<file path="config.mk">
export PLATFORM = sky130hd
export DESIGN_NAME = mem_stage
export DESIGN_NICKNAME = d
export VERILOG_FILES = /design/src/rtl/mem_stage.sv
export SDC_FILE = /design/constraint.sdc
export NUM_CORES = 1
export LEC_CHECK = 0
export CORE_ASPECT_RATIO = 0.9
export CORE_UTILIZATION = 45
export CTS_CLUSTER_SIZE = 12
export DETAILED_ROUTE_END_ITERATION = 10
export GPL_TIMING_DRIVEN = 0
export HOLD_SLACK_MARGIN = 0.06
export PLACE_DENSITY = 0.87
export SLEW_MARGIN = 10
export SYNTH_ARGS = -nofsm -noshare
export SYNTH_HDL_FRONTEND = slang
export SYNTH_SLANG_ARGS = --single-unit
</file>
<file path="constraint.sdc">
create_clock -name clk -period 2.9 [get_ports clk]
set_input_delay 0.58 -clock clk [delete_from_list [all_inputs] [get_ports clk]]
set_output_delay 0.58 -clock clk [all_outputs]
set_load 0.02 [all_outputs]
</file>
<file path="src/rtl/mem_stage.sv">
// MEM pipeline stage: waits for data-side responses, aligns/extends load data, drops stale
// responses after a flush. Define MS_RDATA_BUF_EN to hold rdata while WB back-pressures.
module mem_stage #(
    parameter int unsigned DISCARD_W = 2
) (
    input  logic        clk,
    input  logic        resetn,
    input  logic        es_to_ms_valid,
    output logic        ms_allowin,
    input  logic [31:0] es_pc,
    input  logic [31:0] es_result,
    input  logic [4:0]  es_dest,
    input  logic        es_gr_we,
    input  logic [2:0]  es_ld_op,
    input  logic        es_mem_req,
    input  logic        es_ex,
    input  logic        data_sram_data_ok,
    input  logic [31:0] data_sram_rdata,
    input  logic        ws_allowin,
    output logic        ms_to_ws_valid,
    output logic [31:0] ms_pc,
    output logic [31:0] ms_final_result,
    output logic [4:0]  ms_dest,
    output logic        ms_gr_we,
    output logic        ms_ex,
    input  logic        wb_flush,
    output logic [4:0]  ms_fwd_dest,
    output logic        ms_fwd_blocking
);

    localparam logic [DISCARD_W-1:0] CntMax = '1;

    logic                 ms_valid;
    logic                 waiting;
    logic [DISCARD_W-1:0] discard_cnt;
    logic [31:0]          ms_result;
    logic [2:0]           ms_ld_op;

    logic        resp_hit;
    logic        ms_ready_go;
    logic        capture;
    logic        disc_inc;
    logic        disc_dec;
    logic [31:0] load_data;
    logic [7:0]  byte_sel;
    logic [15:0] half_sel;

`ifdef MS_RDATA_BUF_EN
    logic        buf_valid;
    logic [31:0] buf_data;
`endif

    always_comb begin
        resp_hit       = data_sram_data_ok && (discard_cnt == '0) && waiting;
        ms_ready_go    = !waiting || resp_hit;
        ms_allowin     = !ms_valid || (ms_ready_go && ws_allowin);
        ms_to_ws_valid = ms_valid && ms_ready_go && !wb_flush;
        capture        = es_to_ms_valid && ms_allowin && !wb_flush;
        // A flushed request whose response is still out must have that response dropped later
        disc_inc       = wb_flush && waiting && !resp_hit;
        disc_dec       = data_sram_data_ok && (discard_cnt != '0);
    end

    always_comb begin
`ifdef MS_RDATA_BUF_EN
        load_data = buf_valid ? buf_data : data_sram_rdata;
`else
        load_data = data_sram_rdata;
`endif
        byte_sel = load_data[{ms_result[1:0], 3'b000} +: 8];
        half_sel = load_data[{ms_result[1], 4'b0000} +: 16];
        case (ms_ld_op)
            3'd1:    ms_final_result = load_data;
            3'd2:    ms_final_result = {{24{byte_sel[7]}}, byte_sel};
            3'd3:    ms_final_result = {24'd0, byte_sel};
            3'd4:    ms_final_result = {{16{half_sel[15]}}, half_sel};
            3'd5:    ms_final_result = {16'd0, half_sel};
            default: ms_final_result = ms_result;
        endcase
    end

    always_comb begin
        ms_fwd_dest     = (ms_valid && ms_gr_we) ? ms_dest : 5'd0;
        ms_fwd_blocking = ms_valid && (ms_ld_op != 3'd0) && waiting && !resp_hit;
    end

    always_ff @(posedge clk or negedge resetn) begin
        if (!resetn) begin
            ms_valid    <= 1'b0;
            waiting     <= 1'b0;
            discard_cnt <= '0;
            ms_pc       <= 32'd0;
            ms_result   <= 32'd0;
            ms_dest     <= 5'd0;
            ms_gr_we    <= 1'b0;
            ms_ld_op    <= 3'd0;
            ms_ex       <= 1'b0;
        end else begin
            if (wb_flush) begin
                ms_valid <= 1'b0;
            end else if (ms_allowin) begin
                ms_valid <= es_to_ms_valid;
            end

            if (capture) begin
                ms_pc     <= es_pc;
                ms_result <= es_result;
                ms_dest   <= es_dest;
                ms_gr_we  <= es_gr_we;
                ms_ld_op  <= es_ld_op;
                ms_ex     <= es_ex;
                waiting   <= es_mem_req && !es_ex;
            end else if (wb_flush || resp_hit) begin
                waiting <= 1'b0;
            end

            unique case ({disc_inc, disc_dec})
                2'b10: if (discard_cnt != CntMax) discard_cnt <= discard_cnt + DISCARD_W'(1);
                2'b01: discard_cnt <= discard_cnt - DISCARD_W'(1);
                default: discard_cnt <= discard_cnt;
            endcase
        end
    end

`ifdef MS_RDATA_BUF_EN
    always_ff @(posedge clk or negedge resetn) begin
        if (!resetn) begin
            buf_valid <= 1'b0;
            buf_data  <= 32'd0;
        end else if (wb_flush || ms_allowin) begin
            buf_valid <= 1'b0;
        end else if (resp_hit) begin
            buf_valid <= 1'b1;
            buf_data  <= data_sram_rdata;
        end
    end
`endif

`ifndef SYNTHESIS
    discard_no_overflow: assert property (@(posedge clk) disable iff (!resetn)
        !(disc_inc && !disc_dec && discard_cnt == CntMax));
`ifndef MS_RDATA_BUF_EN
    // Without the buffer the response must be consumed by WB in the cycle it arrives
    resp_needs_wb: assert property (@(posedge clk) disable iff (!resetn)
        !(resp_hit && !ws_allowin && !wb_flush));
`endif
`endif

endmodule

</file>
After elaboration in Yosys (flattened, before gate mapping)
Index checks and enable logic that the tools add are counted.

storage, ports and cells
  register bits = 78
  bits of input ports = 113
  output and inout bits = 79
  logic and storage cells = 60

cells by class
  add/sub/neg operators = 2
  eq/ne operators = 9
  shift-type cells = 2
  mux-type cells = 8
  reductions and logical operators = 30

operator list
  cell                                                                 count
  32-bit one-hot mux with 5 select lines                               1
  32-bit by 6-bit variable part select with 16-bit output              1
  32-bit by 6-bit variable part select with 8-bit output               1
  1-bit logical AND                                                    15
  2-bit nonzero test                                                   4
  3-bit by 2-bit == test with 1-bit output (second input constant)     2
  3-bit == test (second input constant)                                2
  1-bit logical NOT                                                    5
  5-bit two-way mux                                                    1
  1-bit two-way mux                                                    4
  2-bit inequality test (second input constant)                        2
  2-bit one-hot mux with 2 select lines                                1
  3-bit by 1-bit == test with 1-bit output (second input constant)     1
  1-bit logical OR                                                     3
  3-bit nonzero test                                                   1
  2-bit by 1-bit adder with 2-bit output (second input constant)       1
  2-bit by 1-bit == test with 1-bit output (second input constant)     1
  2-bit == test (second input constant)                                1
  2-bit logical NOT                                                    1
  2-bit two-way mux                                                    1
  2-bit AND reduction                                                  1
  2-bit by 1-bit subtractor with 2-bit output (second input constant)  1

Depth between registers and ports, before layout
  depth in word-level cells = 9
  mapped depth = 6
  gate-level depth less buffers = 4

Worst setup path before layout
Ideal clock, no wire load.

  path kind = reg2out
  start = reg ms_ld_op[2]
  end = out ms_final_result[3]
  arrival = 1.760 ns
  required time = 2.320 ns
  slack = 0.560 ns
  cell stages (with the launch flop) = 6
  path buffers = 1
  cells stage by stage = dfrtp_1 > clkbuf_1 > or3b_2 > a21oi_2 > a221oi_1 > a21oi_1

between the ends
  longest elaborated chain between the ends = 2

RTL lines
  what                                         RTL line  RTL
  start: declaration                           37        logic [2:0] ms_ld_op;
  start signal: assignment                     110       ms_ld_op <= es_ld_op;
  3-bit == test, or another cell as far along  72        case (ms_ld_op)
  32-bit one-hot mux with 5 select lines (*)   72
  end: declaration                             22        output logic [31:0] ms_final_result,

Mark *: on every way between the ends. The rest lies on a longest branch, timed or not.

Worst setup path in the final report
  start = in data_sram_rdata[24]
  end = out ms_final_result[0]

between the ends
  longest elaborated chain between the ends = 2

RTL lines
  what                                                    RTL line  RTL
  start: declaration                                      18        input logic [31:0] data_sram_rdata,
  32-bit by 6-bit variable part select with 8-bit output  70        byte_sel = load_data[{ms_result[1:0], 3'b000} +: 8];
  32-bit one-hot mux with 5 select lines                  72

Every way passes these cells.

==> run summary <==
status: complete, but fails checks
failing checks: negative setup slack
Residual DRC: 0
FMAX: 0.3366 GHz
Cells after Synth: 338
Max Slew Vio Count: 0
PnR worst setup slack: -71.24 ps
H-tree depth: 3
initial antenna violation count: 0
CTS tree: yes
pin count of the biggest net entering global routing: 41
IO Port Bufs: 191
setup TNS: -71.24 ps
smallest hold slack: 212.0 ps
Fillers: 634
Netlist cell types: 38
Num CTS Buffers: 9
Power Dens Cells: 627.3 nW/um^2
# nets final: 657
GRT Util Overall: 28.20%
GRT overflow: 0
Final Hold Violating Endpoints: 0
Area Overhead vs Synth: 54.48%
Post-Syn Area: 4134 sq um
boundary pin count: 192
Worst EP required: 2320 ps
Main synth FF type: dfrtp_1
via count: 3,738
# rows: 32
share of the yosys chip area belonging to registers: 47.22%
clk root buf: clkbuf_8
clock latency on the worst-skew pair: 340 ps
number of synthesized register bits: 78
Die ar.: 9575 sq um
Setup-failing EPs final: 1
Final Util: 73.17%
max_cap viols: 0
n_diodes: 0
final period utilization: 102.5%
Mean Syn Cell Area: 12.23 sq um
Worst Path Max Fanout: 2
Slew headroom: 54.88%
worst slew pin tran: 674.3 ps
Multi-input gate area: 2002 sq um
clock sink count: 78
Post-synth EDFFs: 0
unrepaired setup endpoints after global routing: yes
Worst Path Arrival: 2390 ps
Final Wtd Congestion: 0.9792
critical path class: primary input to output pin
share of cells above drive strength 1: 18.58%
Syn. warnings: 0
Peak VDD IR: 324.0 uV
WL/cell: 19.85 microns
Die Y: 92.93 microns
vias per inst: 5.596
Core Area: 8728 sq um
Crit. End Element: output pin
global-route wire length before repair: 20,130 microns
leakage: 2.719 nW
Reg area: 1954 sq um
Syn Nets: 451
DR iter-0 viols: 150
Worst-path clk slew: 90 ps
drt pass-1 iters: 6
maximum root-to-sink buffer count: 2
Post-synth ARST share: 100.0%
Clock Skew: 10.92 ps
Initial Util: 47.36%
Critical Path Start Type: primary input
CTS Hold Buffers Added: 0
Worst R2R Setup Slack: 900 ps
die width: 103.0 microns
dpl hpwl: 10,160 microns
number of global-route vias before repair: 3,948
worst hold path type: primary input to async pin
crit path time final: 2971 ps
post-route ant nets: 0
Post-Route WL: 13,260 microns
## timing repair
| action | 4_1_cts | 5_1_grt |
|---|---|---|
| resized for setup | 59 | 43 |
| setup buffers | 2 | 2 |
| setup endpoints to repair | 33 | 28 |
| pin swaps | 3 | 3 |
## flip-flops by register name, summed over array words and instances (netlist names)
signal / flops
waiting: 1
ms_ex: 1
ms_dest: 5
ms_gr_we: 1
discard_cnt: 2
ms_result: 32
ms_pc: 32
ms_ld_op: 3
ms_valid: 1
## synthesized netlist by cell type (all sizes together), types with 3 or more instances
library cell	number	area (sq um)
a21oi	17	88.84
a221o	13	130.1
a221oi	12	105.1
a222oi	4	40.04
and3	6	37.54
buf	18	143.9
clkbuf	8	30.03
dfrtp	78	1952
inv	6	22.52
mux2	90	1013
mux2i	21	210.2
nand2	15	56.30
nor2	19	71.32
nor3	3	15.01
nor3b	3	27.52
o21ai	6	30.02
## where the power goes
part	switching (mW)	internal (mW)
registers	0.141	1.27
logic	0.905	0.847
clock network	0.415	0.426
## per-layer routing
metal	global-route usage, %	up-vias	part of all wire [%]
li1	-	1674	-
met2	47.89	221	48
met3	9.283	34	11
met1	33.76	1809	38
met5	0	-	0
met4	8.333	0	2.5
## cell families (layout without fill, tap and decap cells)
family	count (synthesis)	after routing	synth area share, %
buf+inv	32	243	4.752
simple gates	57	57	6.840
mux	112	112	30.15
flops	78	78	47.22
compound gates	59	59	11.05
## cell usage in the layout, fill, tap and decap left out, drive strengths merged, types with 2 or more instances in the layout
cell	netlist	layout
nor3	3	3
dlygate4sd1	0	3
a21oi	17	17
or2	2	2
o21ai	6	6
buf	18	27
a221o	13	13
nor2b	2	2
a22o	2	2
clkdlybuf4s50	0	153
a222oi	4	4
dfrtp	78	78
mux2	90	90
a221oi	12	12
nand2	15	15
a211oi	2	2
nor3b	3	3
clkbuf	8	31
clkdlybuf4s15	0	2
nor2	19	19
dlygate4sd2	0	14
nand2b	2	2
inv	6	7
and3	6	6
clkinvlp	0	3
mux2i	21	21
## critical path, cell delays in order
cell and delay, ps:
clkdlybuf4s50_1 540, mux2i_1 310, nor2_1 80, o21ai_0 230, nand3_1 110, clkdlybuf4s50_1 540
## cell type report
| class | count | share of cell area (%) |
|---|---|---|
| inverters | 6 | 0.3527 |
| repair buffers | 196 | 29.09 |
| well taps | 119 | 2.332 |
| clock inverters | 6 | 1.097 |
| plain buffers | 25 | 3.017 |
| flip-flops and latches | 78 | 30.60 |
| clock buffers | 10 | 2.155 |
| multi-input cells | 228 | 31.35 |
## path summary, 6_finish.rpt
path	depth (start not counted)	to	from
setup / recovery	6	ms_final_result[0]	data_sram_rdata[24]
setup reg to reg	6	ms_dest[4]	discard_cnt[0]
hold / removal	1	ms_result[10]	resetn
max in group asynchronous	2	ms_pc[3]	resetn
hold reg to reg	1	ms_pc[18]	ms_pc[18]
min in group clk	1	ms_pc[18]	ms_pc[18]
## through the flow
step	cell area (sq um)	std cells	power, mW	setup slack (ps)
5_1_grt	6386	668	4.199	-139.2
3_5_place_dp	6212	649	3.264	-430.2
6_report	6386	668	4.006	-71.24
3_3_place_gp	6195	648	3.214	-1477
2_1_floorplan	4134	338	2.372	560.4
4_1_cts	6425	666	4.029	1.414
No activity file was read; power rests on OpenSTA's default activity.
